`src/rtl/mat_mult_stream_pkg.sv`:
```
// ============================================================================
// Module   : mat_mult_pkg
// Purpose  : Shared types and helpers for the streaming matrix multiplier:
//            the control state encoding, width helpers and the output
//            conversion (saturate / wrap plus overflow detection).
// Ports    : none (package)
// Revision : 1.0 - initial release
// ============================================================================
`default_nettype none

package mat_mult_pkg;

   // Control states of the job sequencer.
   typedef enum logic [2:0] {
      IDLE    = 3'd0,
      LOAD_A  = 3'd1,
      LOAD_B  = 3'd2,
      COMPUTE = 3'd3,
      OUTPUT  = 3'd4,
      DONE    = 3'd5
   } state_t;

   // Working width of the conversion helper. Accumulators are sign-extended
   // into this width before conversion, so AW must stay below SAT_W.
   localparam int SAT_W = 64;

   // Result of an output conversion: the converted value (caller keeps the
   // low DW bits) and whether the unconverted value fell outside the range.
   typedef struct packed {
      logic [SAT_W-1:0] word;
      logic             ovf;
   } sat_t;

   // Counter/index width for a count of n items; never narrower than 1 bit.
   function automatic int cnt_w(input int n);
      return (n <= 2) ? 1 : $clog2(n);
   endfunction

   // Converts a signed full-width value to a dw-bit result.
   // sgn selects the two's-complement or unsigned dw-bit range; sat_en clamps
   // to that range, otherwise the low bits pass through unchanged. The
   // overflow bit only depends on the range, never on sat_en.
   function automatic sat_t saturate(input logic signed [SAT_W-1:0] value,
                                     input int                      dw,
                                     input logic                    sgn,
                                     input logic                    sat_en);
      logic signed [SAT_W-1:0] one;
      logic signed [SAT_W-1:0] lo;
      logic signed [SAT_W-1:0] hi;
      sat_t                    res;
      one = SAT_W'(1);
      if (sgn) begin
         hi = (one <<< (dw - 1)) - one;
         lo = -(one <<< (dw - 1));
      end else begin
         hi = (one <<< dw) - one;
         lo = '0;
      end
      res.ovf  = (value < lo) || (value > hi);
      res.word = value;
      if (sat_en && (value > hi)) begin
         res.word = hi;
      end else if (sat_en && (value < lo)) begin
         res.word = lo;
      end
      return res;
   endfunction

endpackage : mat_mult_pkg

`default_nettype wire

```
`src/rtl/mat_mult_stream_if.sv`:
```
// ============================================================================
// Module   : mat_mult_stream_if
// Purpose  : Valid/ready word stream used for operand input and result
//            output of the matrix multiplier.
// Ports    : master - drives valid/data, receives ready
//            slave  - receives valid/data, drives ready
// Revision : 1.0 - initial release
// ============================================================================
`default_nettype none

interface mat_mult_stream_if #(
   parameter int DW = 8
) ();

   logic          valid;
   logic          ready;
   logic [DW-1:0] data;

   modport master (
      output valid,
      output data,
      input  ready
   );

   modport slave (
      input  valid,
      input  data,
      output ready
   );

endinterface : mat_mult_stream_if

`default_nettype wire

```
`src/rtl/mat_mult_stream_mac.sv`:
```
// ============================================================================
// Module   : mac_unit
// Purpose  : Single multiply-accumulate lane. Operands are sign- or
//            zero-extended to the accumulator width, multiplied and added
//            to the running sum. Clear has priority over enable.
// Ports    : clk, rst (async, active-low)
//            clr_i  - zero the accumulator
//            en_i   - add a_i*b_i to the accumulator
//            sgn_i  - 1: operands are two's complement, 0: unsigned
//            a_i, b_i (DW) - operands
//            acc_o  (AW)   - accumulator value
// Revision : 1.0 - initial release
// ============================================================================
`default_nettype none

module mac_unit
   import mat_mult_pkg::*;
#(
   parameter int DW = 8,
   parameter int AW = 2*DW + 2
) (
   input  wire logic          clk,
   input  wire logic          rst,
   input  wire logic          clr_i,
   input  wire logic          en_i,
   input  wire logic          sgn_i,
   input  wire logic [DW-1:0] a_i,
   input  wire logic [DW-1:0] b_i,
   output logic      [AW-1:0] acc_o
);

   logic [AW-1:0] acc_q;
   logic [AW-1:0] acc_d;
   logic [AW-1:0] w_a_ext;
   logic [AW-1:0] w_b_ext;
   logic [AW-1:0] w_prod;

   // Modulo-2^AW arithmetic gives the correct low AW bits of the signed
   // product once both operands are extended to AW.
   assign w_a_ext = {{(AW-DW){sgn_i & a_i[DW-1]}}, a_i};
   assign w_b_ext = {{(AW-DW){sgn_i & b_i[DW-1]}}, b_i};
   assign w_prod  = w_a_ext * w_b_ext;

   always_comb begin
      acc_d = acc_q;
      if (clr_i) begin
         acc_d = '0;
      end else if (en_i) begin
         acc_d = acc_q + w_prod;
      end
   end

   always_ff @(posedge clk or negedge rst) begin
      if (!rst) begin
         acc_q <= '0;
      end else begin
         acc_q <= acc_d;
      end
   end

   assign acc_o = acc_q;

endmodule : mac_unit

`default_nettype wire

```
`src/rtl/mat_mult_stream.sv`:
```
// ============================================================================
// Module   : mat_mult_stream
// Purpose  : Streaming C = A x B for an MxN matrix A and an NxP matrix B.
//            Operands arrive on in_if (A row-major, then B row-major), the
//            MxP result leaves on out_if row-major. Signed/unsigned operands
//            and output saturation are selected per job.
// Ports    : clk, rst (async, active-low)
//            start, sgn, sat_en       - job control, sampled in IDLE
//            in_if  (slave stream)    - operand words
//            out_if (master stream)   - result words
//            overflow                 - sticky, a result did not fit in DW
//            busy                     - any state other than IDLE
//            done                     - one-cycle end-of-job pulse
// Revision : 1.0 - initial release
// ============================================================================
`default_nettype none

module mat_mult_stream
   import mat_mult_pkg::*;
#(
   parameter int DW = 8,
   parameter int M  = 2,
   parameter int N  = 2,
   parameter int P  = 2,
   parameter int AW = 2*DW + $clog2(N) + 1
) (
   input  wire logic         clk,
   input  wire logic         rst,
   input  wire logic         start,
   input  wire logic         sgn,
   input  wire logic         sat_en,
   mat_mult_stream_if.slave  in_if,
   mat_mult_stream_if.master out_if,
   output logic             overflow,
   output logic             busy,
   output logic             done
);

   localparam int AI_W = cnt_w(M*N);
   localparam int BI_W = cnt_w(N*P);
   localparam int CI_W = cnt_w(M*P);
   localparam int LD_W = cnt_w((M*N > N*P) ? M*N : N*P);
   localparam int I_W  = cnt_w(M);
   localparam int J_W  = cnt_w(P);
   localparam int K_W  = cnt_w(N+1);

   // ------------------------------------------------------------------
   // State, counters and job settings
   // ------------------------------------------------------------------
   state_t            state_q;
   state_t            state_d;
   logic [LD_W-1:0]   ld_cnt_q;
   logic [I_W-1:0]    i_q;
   logic [J_W-1:0]    j_q;
   logic [K_W-1:0]    k_q;
   logic [CI_W-1:0]   o_cnt_q;
   logic              ovf_q;
   logic              sgn_q;
   logic              sat_en_q;

   // Matrix storage; content is don't-care outside a job, so no reset.
   logic [DW-1:0]     a_mem_q [M*N];
   logic [DW-1:0]     b_mem_q [N*P];
   logic [AW-1:0]     c_mem_q [M*P];

   // ------------------------------------------------------------------
   // Combinational control
   // ------------------------------------------------------------------
   logic              w_in_ready;
   logic              w_out_valid;
   logic              w_busy;
   logic              w_done;
   logic              w_mac_clr;
   logic              w_mac_en;
   logic              w_c_wr;
   logic              w_ld_last_a;
   logic              w_ld_last_b;
   logic              w_wr_cycle;
   logic              w_last_i;
   logic              w_last_j;
   logic              w_out_last;
   logic [K_W-1:0]    w_k_rd;
   logic [AI_W-1:0]   w_a_rd_idx;
   logic [BI_W-1:0]   w_b_rd_idx;
   logic [CI_W-1:0]   w_c_wr_idx;
   logic [AW-1:0]     w_acc;
   sat_t              w_acc_sat;
   sat_t              w_out_sat;
   logic              w_unused;

   assign w_ld_last_a = (ld_cnt_q == LD_W'(M*N - 1));
   assign w_ld_last_b = (ld_cnt_q == LD_W'(N*P - 1));
   // k == N is the extra write cycle that follows the N MAC cycles.
   assign w_wr_cycle  = (k_q == K_W'(N));
   assign w_last_i    = (i_q == I_W'(M - 1));
   assign w_last_j    = (j_q == J_W'(P - 1));
   assign w_out_last  = (o_cnt_q == CI_W'(M*P - 1));

   // Next-state and control outputs. Handshake terms use in_if.valid and
   // out_if.ready directly so ready/valid stay functions of state only.
   always_comb begin
      state_d     = state_q;
      w_in_ready  = 1'b0;
      w_out_valid = 1'b0;
      w_busy      = 1'b1;
      w_done      = 1'b0;
      w_mac_clr   = 1'b0;
      w_mac_en    = 1'b0;
      w_c_wr      = 1'b0;
      case (state_q)
         IDLE: begin
            w_busy = 1'b0;
            if (start) begin
               state_d   = LOAD_A;
               w_mac_clr = 1'b1;
            end
         end
         LOAD_A: begin
            w_in_ready = 1'b1;
            if (in_if.valid && w_ld_last_a) begin
               state_d = LOAD_B;
            end
         end
         LOAD_B: begin
            w_in_ready = 1'b1;
            if (in_if.valid && w_ld_last_b) begin
               state_d = COMPUTE;
            end
         end
         COMPUTE: begin
            if (w_wr_cycle) begin
               w_mac_clr = 1'b1;
               w_c_wr    = 1'b1;
               if (w_last_i && w_last_j) begin
                  state_d = OUTPUT;
               end
            end else begin
               w_mac_en = 1'b1;
            end
         end
         OUTPUT: begin
            w_out_valid = 1'b1;
            if (out_if.ready && w_out_last) begin
               state_d = DONE;
            end
         end
         DONE: begin
            w_done  = 1'b1;
            state_d = IDLE;
         end
         default: begin
            state_d = IDLE;
         end
      endcase
   end

   always_ff @(posedge clk or negedge rst) begin
      if (!rst) begin
         state_q <= IDLE;
      end else begin
         state_q <= state_d;
      end
   end

   // Operand and result addressing. During the write cycle k is parked at 0
   // so the read index never runs past the end of A or B.
   always_comb begin
      w_k_rd     = w_wr_cycle ? '0 : k_q;
      w_a_rd_idx = AI_W'(int'(i_q) * N + int'(w_k_rd));
      w_b_rd_idx = BI_W'(int'(w_k_rd) * P + int'(j_q));
      w_c_wr_idx = CI_W'(int'(i_q) * P + int'(j_q));
   end

   // ------------------------------------------------------------------
   // Counters, job settings and sticky overflow
   // ------------------------------------------------------------------
   always_ff @(posedge clk or negedge rst) begin
      if (!rst) begin
         ld_cnt_q <= '0;
         i_q      <= '0;
         j_q      <= '0;
         k_q      <= '0;
         o_cnt_q  <= '0;
         ovf_q    <= 1'b0;
         sgn_q    <= 1'b0;
         sat_en_q <= 1'b0;
      end else begin
         case (state_q)
            IDLE: begin
               if (start) begin
                  ld_cnt_q <= '0;
                  i_q      <= '0;
                  j_q      <= '0;
                  k_q      <= '0;
                  o_cnt_q  <= '0;
                  ovf_q    <= 1'b0;
                  sgn_q    <= sgn;
                  sat_en_q <= sat_en;
               end
            end
            LOAD_A: begin
               if (in_if.valid) begin
                  ld_cnt_q <= w_ld_last_a ? '0 : ld_cnt_q + LD_W'(1);
               end
            end
            LOAD_B: begin
               if (in_if.valid) begin
                  ld_cnt_q <= w_ld_last_b ? '0 : ld_cnt_q + LD_W'(1);
               end
            end
            COMPUTE: begin
               if (w_wr_cycle) begin
                  k_q   <= '0;
                  ovf_q <= ovf_q | w_acc_sat.ovf;
                  if (w_last_j) begin
                     j_q <= '0;
                     i_q <= w_last_i ? '0 : i_q + I_W'(1);
                  end else begin
                     j_q <= j_q + J_W'(1);
                  end
               end else begin
                  k_q <= k_q + K_W'(1);
               end
            end
            OUTPUT: begin
               if (out_if.ready) begin
                  o_cnt_q <= w_out_last ? '0 : o_cnt_q + CI_W'(1);
               end
            end
            default: begin
            end
         endcase
      end
   end

   // ------------------------------------------------------------------
   // Matrix storage
   // ------------------------------------------------------------------
   always_ff @(posedge clk) begin
      if ((state_q == LOAD_A) && in_if.valid) begin
         a_mem_q[AI_W'(ld_cnt_q)] <= in_if.data;
      end
      if ((state_q == LOAD_B) && in_if.valid) begin
         b_mem_q[BI_W'(ld_cnt_q)] <= in_if.data;
      end
      if (w_c_wr) begin
         c_mem_q[w_c_wr_idx] <= w_acc;
      end
   end

   // ------------------------------------------------------------------
   // MAC lane
   // ------------------------------------------------------------------
   mac_unit #(
      .DW (DW),
      .AW (AW)
   ) u_mac (
      .clk   (clk),
      .rst   (rst),
      .clr_i (w_mac_clr),
      .en_i  (w_mac_en),
      .sgn_i (sgn_q),
      .a_i   (a_mem_q[w_a_rd_idx]),
      .b_i   (b_mem_q[w_b_rd_idx]),
      .acc_o (w_acc)
   );

   // ------------------------------------------------------------------
   // Output conversion. The accumulator is checked when C is written so the
   // sticky flag is settled before the first result word; C keeps the full
   // AW value and is converted again at read-out. In unsigned mode the
   // accumulator top bit is always 0, so sign extension is harmless.
   // ------------------------------------------------------------------
   assign w_acc_sat = saturate({{(SAT_W-AW){w_acc[AW-1]}}, w_acc},
                               DW, sgn_q, sat_en_q);
   assign w_out_sat = saturate({{(SAT_W-AW){c_mem_q[o_cnt_q][AW-1]}}, c_mem_q[o_cnt_q]},
                               DW, sgn_q, sat_en_q);

   assign w_unused = ^{w_acc_sat.word, w_out_sat.word[SAT_W-1:DW], w_out_sat.ovf};

   // ------------------------------------------------------------------
   // Outputs
   // ------------------------------------------------------------------
   assign in_if.ready  = w_in_ready;
   assign out_if.valid = w_out_valid;
   assign out_if.data  = (state_q == OUTPUT) ? w_out_sat.word[DW-1:0] : '0;
   assign overflow     = ovf_q;
   assign busy         = w_busy;
   assign done         = w_done;

endmodule : mat_mult_stream

`default_nettype wire

```
`src/flat_wrapper.sv`:
```
// flat-port wrapper written by rule: the top's interface ports become plain ports
module mat_mult_stream_flat import mat_mult_pkg::*;
#(
   parameter int DW = 8,
   parameter int M  = 2,
   parameter int N  = 2,
   parameter int P  = 2,
   parameter int AW = 2*DW + $clog2(N) + 1
)
  (clk, rst, start, sgn, sat_en, overflow, busy, done, in_if_valid, in_if_data, in_if_ready, out_if_valid, out_if_data, out_if_ready);
  mat_mult_stream_if #(.DW(DW)) in_if_i ();
  mat_mult_stream_if #(.DW(DW)) out_if_i ();
  input  wire logic clk;
  input  wire logic rst;
  input  wire logic start;
  input  wire logic sgn;
  input  wire logic sat_en;
  output logic overflow;
  output logic busy;
  output logic done;
  input wire logic [$bits(in_if_i.valid)-1:0] in_if_valid;
  input wire logic [$bits(in_if_i.data)-1:0] in_if_data;
  output wire logic [$bits(in_if_i.ready)-1:0] in_if_ready;
  output wire logic [$bits(out_if_i.valid)-1:0] out_if_valid;
  output wire logic [$bits(out_if_i.data)-1:0] out_if_data;
  input wire logic [$bits(out_if_i.ready)-1:0] out_if_ready;
  assign in_if_i.valid = in_if_valid;
  assign in_if_i.data = in_if_data;
  assign in_if_ready = in_if_i.ready;
  assign out_if_valid = out_if_i.valid;
  assign out_if_data = out_if_i.data;
  assign out_if_i.ready = out_if_ready;
  mat_mult_stream #(.DW(DW), .M(M), .N(N), .P(P), .AW(AW)) u_core (.clk(clk), .rst(rst), .start(start), .sgn(sgn), .sat_en(sat_en), .in_if(in_if_i), .out_if(out_if_i), .overflow(overflow), .busy(busy), .done(done));
endmodule
```
`config.mk`:
```
export PLATFORM = sky130hd
export DESIGN_NAME = mat_mult_stream_flat
export DESIGN_NICKNAME = d
export VERILOG_FILES = /design/src/rtl/mat_mult_stream_pkg.sv /design/src/rtl/mat_mult_stream_if.sv /design/src/rtl/mat_mult_stream_mac.sv /design/src/rtl/mat_mult_stream.sv /design/src/flat_wrapper.sv
export SDC_FILE = /design/constraint.sdc
export NUM_CORES = 1
export LEC_CHECK = 0
export ABC_CLOCK_PERIOD_IN_PS = 7600
export CORE_MARGIN = 3
export CORE_UTILIZATION = 40
export CTS_CLUSTER_DIAMETER = 200
export DETAILED_ROUTE_END_ITERATION = 10
export GPL_TIMING_DRIVEN = 0
export SYNTH_ARGS = -nofsm -noshare
export SYNTH_HDL_FRONTEND = slang
export SYNTH_SLANG_ARGS = --single-unit
```
`constraint.sdc`:
```
create_clock -name clk -period 7.6 [get_ports clk]
set_input_delay 1.52 -clock clk [delete_from_list [all_inputs] [get_ports clk]]
set_output_delay 1.52 -clock clk [all_outputs]
set_load 0.1 [all_outputs]
```
# After elaboration in Yosys (flattened, before gate mapping)
# Memory sizes are Yosys's and may differ from the RTL's.
# Index checks and enable logic that the tools add are counted.
# W data, S select, Z words.
dict set report word_totals {
  in_bits 15
  regBits 32
  ram_bits 136
  n_memories 3
  out_inout_bits 13
  latchBits 0
  rom_bits 0
}
# memory words width rd rd_clocked_by_memory_dff wr line
set memory_table {}
lappend memory_table {u_core.c_mem_q 4 18 1 0 1 mat_mult_stream.sv:64} ;# logic [AW-1:0] c_mem_q [M*P];
lappend memory_table {u_core.a_mem_q 4 8 1 0 1 mat_mult_stream.sv:62} ;# logic [DW-1:0] a_mem_q [M*N];
lappend memory_table {u_core.b_mem_q 4 8 1 0 1 mat_mult_stream.sv:63} ;# logic [DW-1:0] b_mem_q [N*P];
dict set report classes {
  n_eq_ne 17
  mul 1
  n_reduce_logical 21
  mux 50
  magnitude_cmp 4
  add_sub_neg 9
  shifts 0
  n_bitwise 3
  div_mod_pow 0
}
# op n
set op_table {}
lappend op_table {{$lt A18 B64 Y1} 2}
lappend op_table {{$mux W64} 1}
lappend op_table {{$gt A18 B9 Y1} 2}
lappend op_table {{$mux W18} 2}
lappend op_table {{$mux W8} 4}
lappend op_table {{$mux W1} 22}
lappend op_table {{$add A18 B18 Y18} 1}
lappend op_table {{$mul A9 B9 Y18} 1}
lappend op_table {{$mux W3} 6}
lappend op_table {{$pmux W3 S5} 1}
lappend op_table {{$mux W2} 7}
lappend op_table {{$ne A2 B1 Y1 const B} 7}
lappend op_table {{$pmux W2 S2} 3}
lappend op_table {{$reduce_and A3 Y1} 3}
lappend op_table {{$pmux W1 S2} 4}
lappend op_table {{$reduce_bool A2 Y1} 4}
lappend op_table {{$logic_and A1 B1 Y1} 7}
lappend op_table {{$add A2 B1 Y2 const B} 3}
lappend op_table {{$eq A2 B2 Y1 const B} 3}
lappend op_table {{$eq A3 B2 Y1 const B} 2}
lappend op_table {{$eq A3 B3 Y1 const B} 2}
lappend op_table {{$reduce_and A6 Y1} 1}
lappend op_table {{$add A2 B1 Y2} 2}
lappend op_table {{$ne A2 B2 Y1 const B} 2}
lappend op_table {{10 further kinds} 13}

# Longest topological paths before layout
# Gate-level depths: netlist (run 1).
# An unclocked memory read counts as a cell.
dict set report depth {
  depth_word 9
  mapped_depth 25
  depth_no_buf 23
}

# Cells and area by module
# From an unflattened synthesis (run 1), not the netlist that was laid out.
dict set report hier_totals {
  hier_cells 912
  area_unflattened_um2 11078.1
}
# module n_inst cells_per_inst seq_area_each_um2 area_per_inst_um2
set modules_own_cells {}
lappend modules_own_cells {mat_mult_stream 1 402 4434.3 6527.5}
lappend modules_own_cells {mac_unit 1 510 450.4 4550.6}

# Least setup slack after synthesis (run 1)
# No wires, ideal clock.
dict set report synth_timing {
  path_kind {register to register}
  from {register u_core.k_q[0]}
  to {register u_core.u_mac.acc_q[17] (netlist: u_core.u_mac.acc_o[17])}
  setup_time_ns 0.133
  synth_period_minus_slack_ns 6.074
  path_stages_with_launch 25
  path_buffers 2
  setup_slack_ns 1.526
  arrival_time_ns 5.941
  path_cell_list {dfrtp_1 > buf_2 > nand2_1 > xor2_4 > mux2i_1 > a21oi_2 > buf_2 > nand3_1 > inv_1 > fa_1 > inv_1 > fa_1 > fa_1 > inv_1 > fa_1 > inv_1 > fa_1 > inv_1 > ha_1 > o21a_1 > o21ai_0 > o21a_1 > a31oi_1 > xnor2_1 > o21ai_0}
}
dict set report synth_between {
  elab_chain_len 9
  elab_cells_between_ends 17
  cone_classes {add/sub (3); mul (1); eq/ne (1); mux (7); bitwise (2); reduce/logical (1); memory (2)}
}
# item line
set synth_lines {}
lappend synth_lines {{start: declaration} mat_mult_stream.sv:55} ;# logic [K_W-1:0] k_q;
lappend synth_lines {{start signal: assignment} mat_mult_stream.sv:222} ;# k_q <= k_q + K_W'(1);
lappend synth_lines {{$eq A2 B2 Y1} mat_mult_stream.sv:94} ;# assign w_wr_cycle = (k_q == K_W'(N));
lappend synth_lines {{$mux W2} mat_mult_stream.sv:168} ;# w_k_rd = w_wr_cycle ? '0 : k_q;
lappend synth_lines {{$add A2 B2 Y2 or $add A2 B1 Y2 (tied branches)} {mat_mult_stream.sv:169, mat_mult_stream.sv:170}}
lappend synth_lines {{$mem_v2 Z4 W8 (on tied branches)} n/a}
lappend synth_lines {{$and A1 B1 Y1 (on tied branches)} {mat_mult_stream_mac.sv:40, mat_mult_stream_mac.sv:41}}
lappend synth_lines {{$mul A9 B9 Y18} mat_mult_stream_mac.sv:42} ;# assign w_prod = w_a_ext * w_b_ext;
lappend synth_lines {{$add A18 B18 Y18} mat_mult_stream_mac.sv:49} ;# acc_d = acc_q + w_prod;
lappend synth_lines {{$mux W18} mat_mult_stream_mac.sv:48} ;# end else if (en_i) begin
lappend synth_lines {{$mux W18} mat_mult_stream_mac.sv:46} ;# if (clr_i) begin
lappend synth_lines {{end signal: assignment} mat_mult_stream_mac.sv:55} ;# acc_q <= '0;
lappend synth_lines {{end signal: assignment} mat_mult_stream_mac.sv:57} ;# acc_q <= acc_d;
lappend synth_lines {{end: declaration} mat_mult_stream_mac.sv:32} ;# logic [AW-1:0] acc_q;
# Parallel ways exist; a longest one is shown, timed or not. The select of a mux whose other input is x is not followed.
# A chain may end at the register's enable or synchronous reset.

# Worst setup path after layout (run 1)
dict set report layout_timing {
  from {register u_core.i_q}
  to {register u_core.u_mac.acc_q[14] (netlist: u_core.u_mac.acc_o[14])}
}
dict set report layout_between {
  elab_chain_len 7
}
# item line
set layout_lines {}
lappend layout_lines {{start: declaration} mat_mult_stream.sv:53} ;# logic [I_W-1:0] i_q;
lappend layout_lines {{start signal: assignment} mat_mult_stream.sv:217} ;# i_q <= w_last_i ? '0 : i_q + I_W'(1);
lappend layout_lines {{$add A2 B2 Y2 (*)} mat_mult_stream.sv:169} ;# w_a_rd_idx = AI_W'(int'(i_q) * N + int'(w_k_rd));
lappend layout_lines {{$mem_v2 Z4 W8 (*)} n/a}
lappend layout_lines {{$and A1 B1 Y1} mat_mult_stream_mac.sv:40} ;# assign w_a_ext = {{(AW-DW){sgn_i & a_i[DW-1]}}, a_i};
lappend layout_lines {{$mul A9 B9 Y18 (*)} mat_mult_stream_mac.sv:42}
lappend layout_lines {{$add A18 B18 Y18 (*)} mat_mult_stream_mac.sv:49}
lappend layout_lines {{$mux W18 (*)} mat_mult_stream_mac.sv:48}
lappend layout_lines {{$mux W18 (*)} mat_mult_stream_mac.sv:46}
# Mark *: on every way between the ends. The rest lies on a longest branch, timed or not. The select of a mux whose other input is x is not followed.

==> results.py, run 1 <==
metrics = {
    "floorplanning": {
        "chipHeight_um": 170.1,
        "rows": 59,
        "start_util": 0.4098,
        "ios": 28,
        "core_area_um2": 26280,
        "die_w_um": 170.1,
        "die_area_um2": 28930,
    },
    "critical_path": {
        "cp-startpoint": "u_core.i_q$_DFFE_PN0P_",
        "cp.depth": 23,
        "r2r_setup_slack_ns": 0.54,
        "r2r_end": "u_core.u_mac.acc_o[14]$_DFFE_PN0P_",
        "cpPeakStageDelay_ns": 0.67,
        "r2r_start": "u_core.i_q$_DFFE_PN0P_",
        "reg2reg_depth": 23,
        "cp_slowest_cell": "a21oi_1",
        "crit_family": "adder cells",
        "start_kind": "register",
        "critPathKind": "register to register",
        "required_ns": 7.92,
        "worst_setup_path_end_kind": "register",
        "cp_max_fo": 10,
        "path_cells": "clkbuf_1 > buf_2 > a211oi_1 > a21oi_1 > nand2_1 > fa_1 > inv_1 > fa_1 > inv_1 > fa_1 > inv_1 > fa_1 > inv_1 > fa_1 > inv_1 > ha_1 > o21a_1 > o21ai_0 > and2_1 > a211oi_1 > o21a_1 > or3_1 > a32o_1",
        "cp.arrival_ns": 7.38,
        "path_buf_inv": 7,
    },
    "routing": {
        "drt_iter0_markers": 374,
        "vias": 6458,
        "via_per_inst": 5.097,
        "wl_mm": 21.45,
        "postRouteAntennaNets": 0,
        "routedWlPerCell_um": 16.93,
        "route.detailed.drc": 0,
        "first_pass_iters": 5,
    },
    "min_path": {
        "min_path_cells": 1,
        "min_to": "u_core.k_q[1]$_DFFE_PN0P_",
        "worstHoldStart": "u_core.k_q[1]$_DFFE_PN0P_",
        "hold_path_class": "register to register",
    },
    "sta": {
        "holdWs_ns": 0.5831,
        "setup_viol": 0,
        "clock-skew-final_ns": 0.01220,
        "tns_ns": 0,
        "tightestPinTransition_ns": 0.9840,
        "slew_headroom": 0.3416,
        "hold_viol_final": 0,
        "final_max_slew_viol_count": 0,
        "grt_setup_unrepaired": "no",
        "fmax_mhz": 141.7,
        "period_needed_ns": 7.059,
        "min_period_over_period": 0.9289,
    },
    "logic_synthesis": {
        "synth_warnings": 0,
        "async_reset_ff_frac": 0.1905,
        "synth_cell_type_count": 50,
        "synth.top_cell.area_share": 0.3792,
        "syn-num-nets": 1045,
        "ys_seq_area_frac": 0.4536,
        "synthTopCellsByArea": "edfxtp_1 (38%), fa_1 (15%), ha_1 (8.9%), dfrtp_1 (7.4%), mux4_2 (5.4%)",
        "synth-main-ff-cell": "edfxtp_1",
        "synth_seq_cells": 168,
        "avgSynthCellArea_um2": 12.38,
        "synth_edf_count": 136,
        "syn_area_um2": 10770,
        "synth_cells": 870,
        "yosysTopAreaCell": "edfxtp_1",
    },
    "place": {
        "hpwlAfterDp_mm": 16.35,
        "gp_routability_congestion": 0.7984,
        "portBuffers": 27,
    },
    "clock_tree": {
        "cts_max_level": 4,
        "cts_max_path_buffers": 2,
        "cts.sinks": 168,
        "ctsHoldBuffers": 0,
        "root_buffer": "clkbuf_16",
        "clk-insertion-delay-late_ns": 0.43,
        "cts_resized": 0,
        "cts_tree": "done",
        "cts_setup_buffers": 0,
        "clk_pin_slew_worst_paths_ns": 0.07,
        "cts_buffers": 17,
    },
    "run": {
        "drv_cap": 0,
    },
    "global_routing": {
        "grt_pass1_wl_mm": 35.49,
        "antenna_found_initial": 0,
        "track_usage": 0.1579,
        "grt_max_degree": 33,
        "first_global_vias": 6676,
        "overflow": 0,
    },
    "layout": {
        "n_fill_cell": 2372,
        "diodes": 0,
        "drive_above_1_share": 0.08476,
        "multiInputGateArea_um2": 5283,
        "seq_area_um2": 4885,
        "nets": 1094,
        "area_delta_synth_final_pct": 12.30,
    },
    "outcome": {
        "status": "finished, final reports clean",
    },
}
sequential cells by signal, indices dropped and copies added, names as in the netlist:
register            flops
u_core.c_mem_q         72
u_core.a_mem_q         32
u_core.b_mem_q         32
u_core.u_mac.acc_o     18
u_core.state_q          3
u_core.k_q              2
u_core.ld_cnt_q         2
u_core.o_cnt_q          2
u_core.i_q              1
u_core.j_q              1
u_core.overflow         1
u_core.sat_en_q         1
u_core.sgn_q            1
layer usage:
layer  up-vias  routed length [um]  GRT usage  part of all wire
li1       3103                   -          -                 -
met1      3247               10050     0.2142              0.47
met2        90               10610     0.2669              0.49
met3        18                 596    0.02764             0.028
met4         0                 191    0.03739            0.0089
met5         -                   0          0                 0
worst reg2reg max path, stage by stage (launching register included):
cell,delay [ns]
dfrtp_1,0.57
clkbuf_1,0.45
buf_2,0.34
a211oi_1,0.11
a21oi_1,0.67
nand2_1,0.18
fa_1,0.57
inv_1,0.05
fa_1,0.50
inv_1,0.05
fa_1,0.47
inv_1,0.05
fa_1,0.53
inv_1,0.05
fa_1,0.52
inv_1,0.04
ha_1,0.33
o21a_1,0.19
o21ai_0,0.24
and2_1,0.19
a211oi_1,0.08
o21a_1,0.21
or3_1,0.30
a32o_1,0.25
cell families after synthesis:
| logic type | after synthesis | share of synthesized area |
|---|---|---|
| fa+ha+maj | 160 | 0.2438 |
| compound gates | 114 | 0.06797 |
| buf+inv | 159 | 0.05705 |
| simple gates | 213 | 0.09609 |
| xor+xnor | 21 | 0.01882 |
| flops | 168 | 0.4536 |
| mux | 35 | 0.06274 |
layout by cell type (no fill, tap or decap), drive strengths merged, types with 9 or more instances in the layout:
cell type      count
buf               14
inv              147
nor2b             13
fa                83
and2              35
clkbuf            28
edfxtp           136
nand3              9
a211oi            12
mux2i              9
a21oi             33
o21ai             30
mux4              26
ha                77
xnor2             14
clkdlybuf4s50     26
nor2              35
nand2             81
dfrtp             32
through the flow:
stage	instances	area, um^2	utilization	worst slack, ns
after global routing	1267	12090	0.4602	0.1138
after detailed placement	1235	11520	0.4382	0.5783
after global placement	1232	11460	0.4360	0.5895
after CTS	1267	12090	0.4602	0.5296
after floorplan	870	10770	-	1.526
final	1267	12090	0.4602	0.5406
worst max-delay path by stage:
stage                                         end
3_5_place_dp   u_core.u_mac.acc_o[15]$_DFFE_PN0P_
6_report       u_core.u_mac.acc_o[14]$_DFFE_PN0P_
3_3_place_gp   u_core.u_mac.acc_o[17]$_DFFE_PN0P_
5_1_grt        u_core.u_mac.acc_o[14]$_DFFE_PN0P_
2_1_floorplan  u_core.u_mac.acc_o[17]$_DFFE_PN0P_
4_1_cts        u_core.u_mac.acc_o[15]$_DFFE_PN0P_
area by class of cell:
class                   instances  share of cell area
repair buffers                 30             0.02607
plain buffers                  20            0.007656
well taps                     335             0.03466
flip-flops and latches        168              0.4039
multi-input cells             543              0.4368
inverters                     139             0.04314
clock buffers                  18             0.03549
clock inverters                14             0.01231
synthesized netlist by cell type (7+ instances only):
| library cell | instances |
|---|---|
| mux2i_1 | 9 |
| nand3_1 | 9 |
| o21a_1 | 8 |
| dfrtp_1 | 32 |
| o21ai_0 | 27 |
| and2_1 | 35 |
| edfxtp_1 | 136 |
| mux4_2 | 26 |
| ha_1 | 77 |
| xnor2_1 | 14 |
| buf_2 | 8 |
| a21oi_1 | 31 |
| and3_1 | 7 |
| nor3_1 | 8 |
| nand2_1 | 81 |
| inv_1 | 139 |
| nor2_1 | 35 |
| fa_1 | 83 |
| a211oi_1 | 12 |
| nor2b_1 | 13 |
| clkbuf_1 | 10 |
Power of run 1 is not shown: default switching activity piles up to over one toggle a cycle in this logic, so the estimate is an artifact.
==> run 2: changes to the inputs <==
- CTS_CLUSTER_DIAMETER: 200 -> 100
- GPL_TIMING_DRIVEN: 0 -> default
- SLEW_MARGIN: default -> 5
==> results.py, run 2 (synthesis gave the netlist of run 1 again) <==
metrics = {
    "critical_path": {
        "cp_slowest_cell": "fa_1",
        "start_kind": "register",
        "worst_setup_path_end_kind": "register",
        "critPathKind": "register to register",
        "cp.arrival_ns": 6.82,
        "cpPeakStageDelay_ns": 0.62,
        "required_ns": 7.89,
        "cp_max_fo": 17,
        "cp_common_cell": "fa_1",
        "path_cells": "nand2_1 > xor2_4 > mux2i_1 > a21oi_2 > nand3_1 > inv_1 > fa_1 > fa_1 > fa_1 > fa_1 > inv_1 > fa_1 > inv_1 > ha_1 > or4_1 > o2111a_1 > o21ai_1 > a31oi_1 > xnor2_1 > o21ai_0",
    },
    "floorplanning": {
        "start_util": 0.4098,
        "die_area_um2": 28930,
        "core_area_um2": 26280,
        "rows": 59,
        "ios": 28,
        "die_w_um": 170.1,
        "chipHeight_um": 170.1,
    },
    "sta": {
        "slew_headroom": 0.3513,
        "fmax_mhz": 153.1,
        "tightestPinTransition_ns": 0.9700,
        "min_period_over_period": 0.8597,
        "clock-skew-final_ns": 0.01649,
        "hold_viol_final": 0,
        "final_max_slew_viol_count": 0,
        "grt_setup_unrepaired": "no",
        "setup_viol": 0,
        "layout_setup_ws_ns": 1.067,
        "tns_ns": 0,
        "period_needed_ns": 6.533,
    },
    "layout": {
        "final_common_cell": "inv_1",
        "area_delta_synth_final_pct": 11.93,
        "n_fill_cell": 2413,
        "final_cell_mix": "inv_1 (139), edfxtp_1 (136), fa_1 (83), nand2_1 (81), ha_1 (77)",
        "nets": 1084,
        "drive_above_1_share": 0.08568,
        "regMostFlops": "u_core.c_mem_q",
        "final_util": 0.4587,
        "diodes": 0,
        "top_regs": "u_core.c_mem_q (72), u_core.a_mem_q (32), u_core.b_mem_q (32)",
        "multiInputGateArea_um2": 5280,
        "largest_register_ffs": 72,
        "seq_area_um2": 4885,
    },
    "place": {
        "dp_slack_ns": 1.007,
        "portBuffers": 27,
        "gp_routability_congestion": 0.8444,
        "hpwlAfterDp_mm": 15.85,
    },
    "clock_tree": {
        "cts_setup_buffers": 0,
        "cts_max_level": 4,
        "cts_buffers": 17,
        "cts.sinks": 168,
        "cts_max_path_buffers": 2,
        "cts_resized": 0,
        "cts_tree": "done",
        "clk-insertion-delay-late_ns": 0.43,
        "ctsHoldBuffers": 0,
        "root_buffer": "clkbuf_16",
        "clk_pin_slew_worst_paths_ns": 0.07,
    },
    "global_routing": {
        "track_usage": 0.1555,
        "grt_pass1_wl_mm": 35.28,
        "grt_max_degree": 33,
        "first_global_vias": 6733,
        "overflow": 0,
        "antenna_found_initial": 0,
    },
    "routing": {
        "wl_mm": 21.04,
        "postRouteAntennaNets": 0,
        "vias": 6468,
        "first_pass_iters": 7,
        "via_per_inst": 5.146,
        "route.detailed.drc": 0,
        "routedWlPerCell_um": 16.74,
        "drt_iter0_markers": 423,
    },
    "run": {
        "drv_cap": 0,
    },
    "outcome": {
        "status": "finished, final reports clean",
    },
    "min_path": {
        "hold_path_class": "register to register",
    },
}
run 2: per-stage QoR:
step / cells / hold slack, ns / cell area, um^2
final: 1257 / 0.5965 / 12050
after global routing: 1257 / 0.6307 / 12050
after CTS: 1257 / 0.5947 / 12050
after detailed placement: 1225 / 0.5881 / 11470
after global placement: 1225 / 0.5641 / 11470
after floorplan: 870 / 0.5200 / 10770
run 2: worst paths after layout:
check / start / to / slack, ns / cells past startpoint
max: u_core.k_q[1]$_DFFE_PN0P_ / u_core.u_mac.acc_o[17]$_DFFE_PN0P_ / 1.07 / 20
min: u_core.u_mac.acc_o[1]$_DFFE_PN0P_ / u_core.c_mem_q[2][1]$_DFFE_PP_ / 0.60 / 0
max reg2reg: u_core.k_q[1]$_DFFE_PN0P_ / u_core.u_mac.acc_o[17]$_DFFE_PN0P_ / 1.07 / 20
min reg2reg: u_core.u_mac.acc_o[1]$_DFFE_PN0P_ / u_core.c_mem_q[2][1]$_DFFE_PP_ / 0.60 / 0
max in group asynchronous: rst / u_core.k_q[0]$_DFFE_PN0P_ / 5.84 / 1
min in group asynchronous: rst / u_core.sat_en_q$_DFFE_PN0P_ / 1.19 / 1
run 2: routing by layer:
layer  vias up  wire, um  GRT usage
li1       3072         -          -
met1      3285      9843     0.2076
met2        95     10490     0.2679
met3        16       491    0.02532
met4         0       217    0.03668
met5         -         0          0
run 2: layout make-up:
| class | count | area share |
|---|---|---|
| Clock buffer | 17 | 0.03529 |
| Inverter | 139 | 0.04328 |
| Clock inverter | 15 | 0.01329 |
| Timing Repair Buffer | 40 | 0.03010 |
| Multi-Input combinational cell | 543 | 0.4380 |
| Sequential cell | 168 | 0.4052 |
| Tap cell | 335 | 0.03477 |
run 2: critical path, delay by kind of cell (launching register included):
kind,cells,cell delay [ns]
adders and majority gates,6,2.89
AOI/OAI and AO/OA,5,1.15
and+or+nand+nor,3,0.97
xor gates and xnor gates,2,0.53
DFF,1,0.44
buffers and inverters,3,0.25
muxes,1,0.16
Power of run 2 is left out for the same reason.
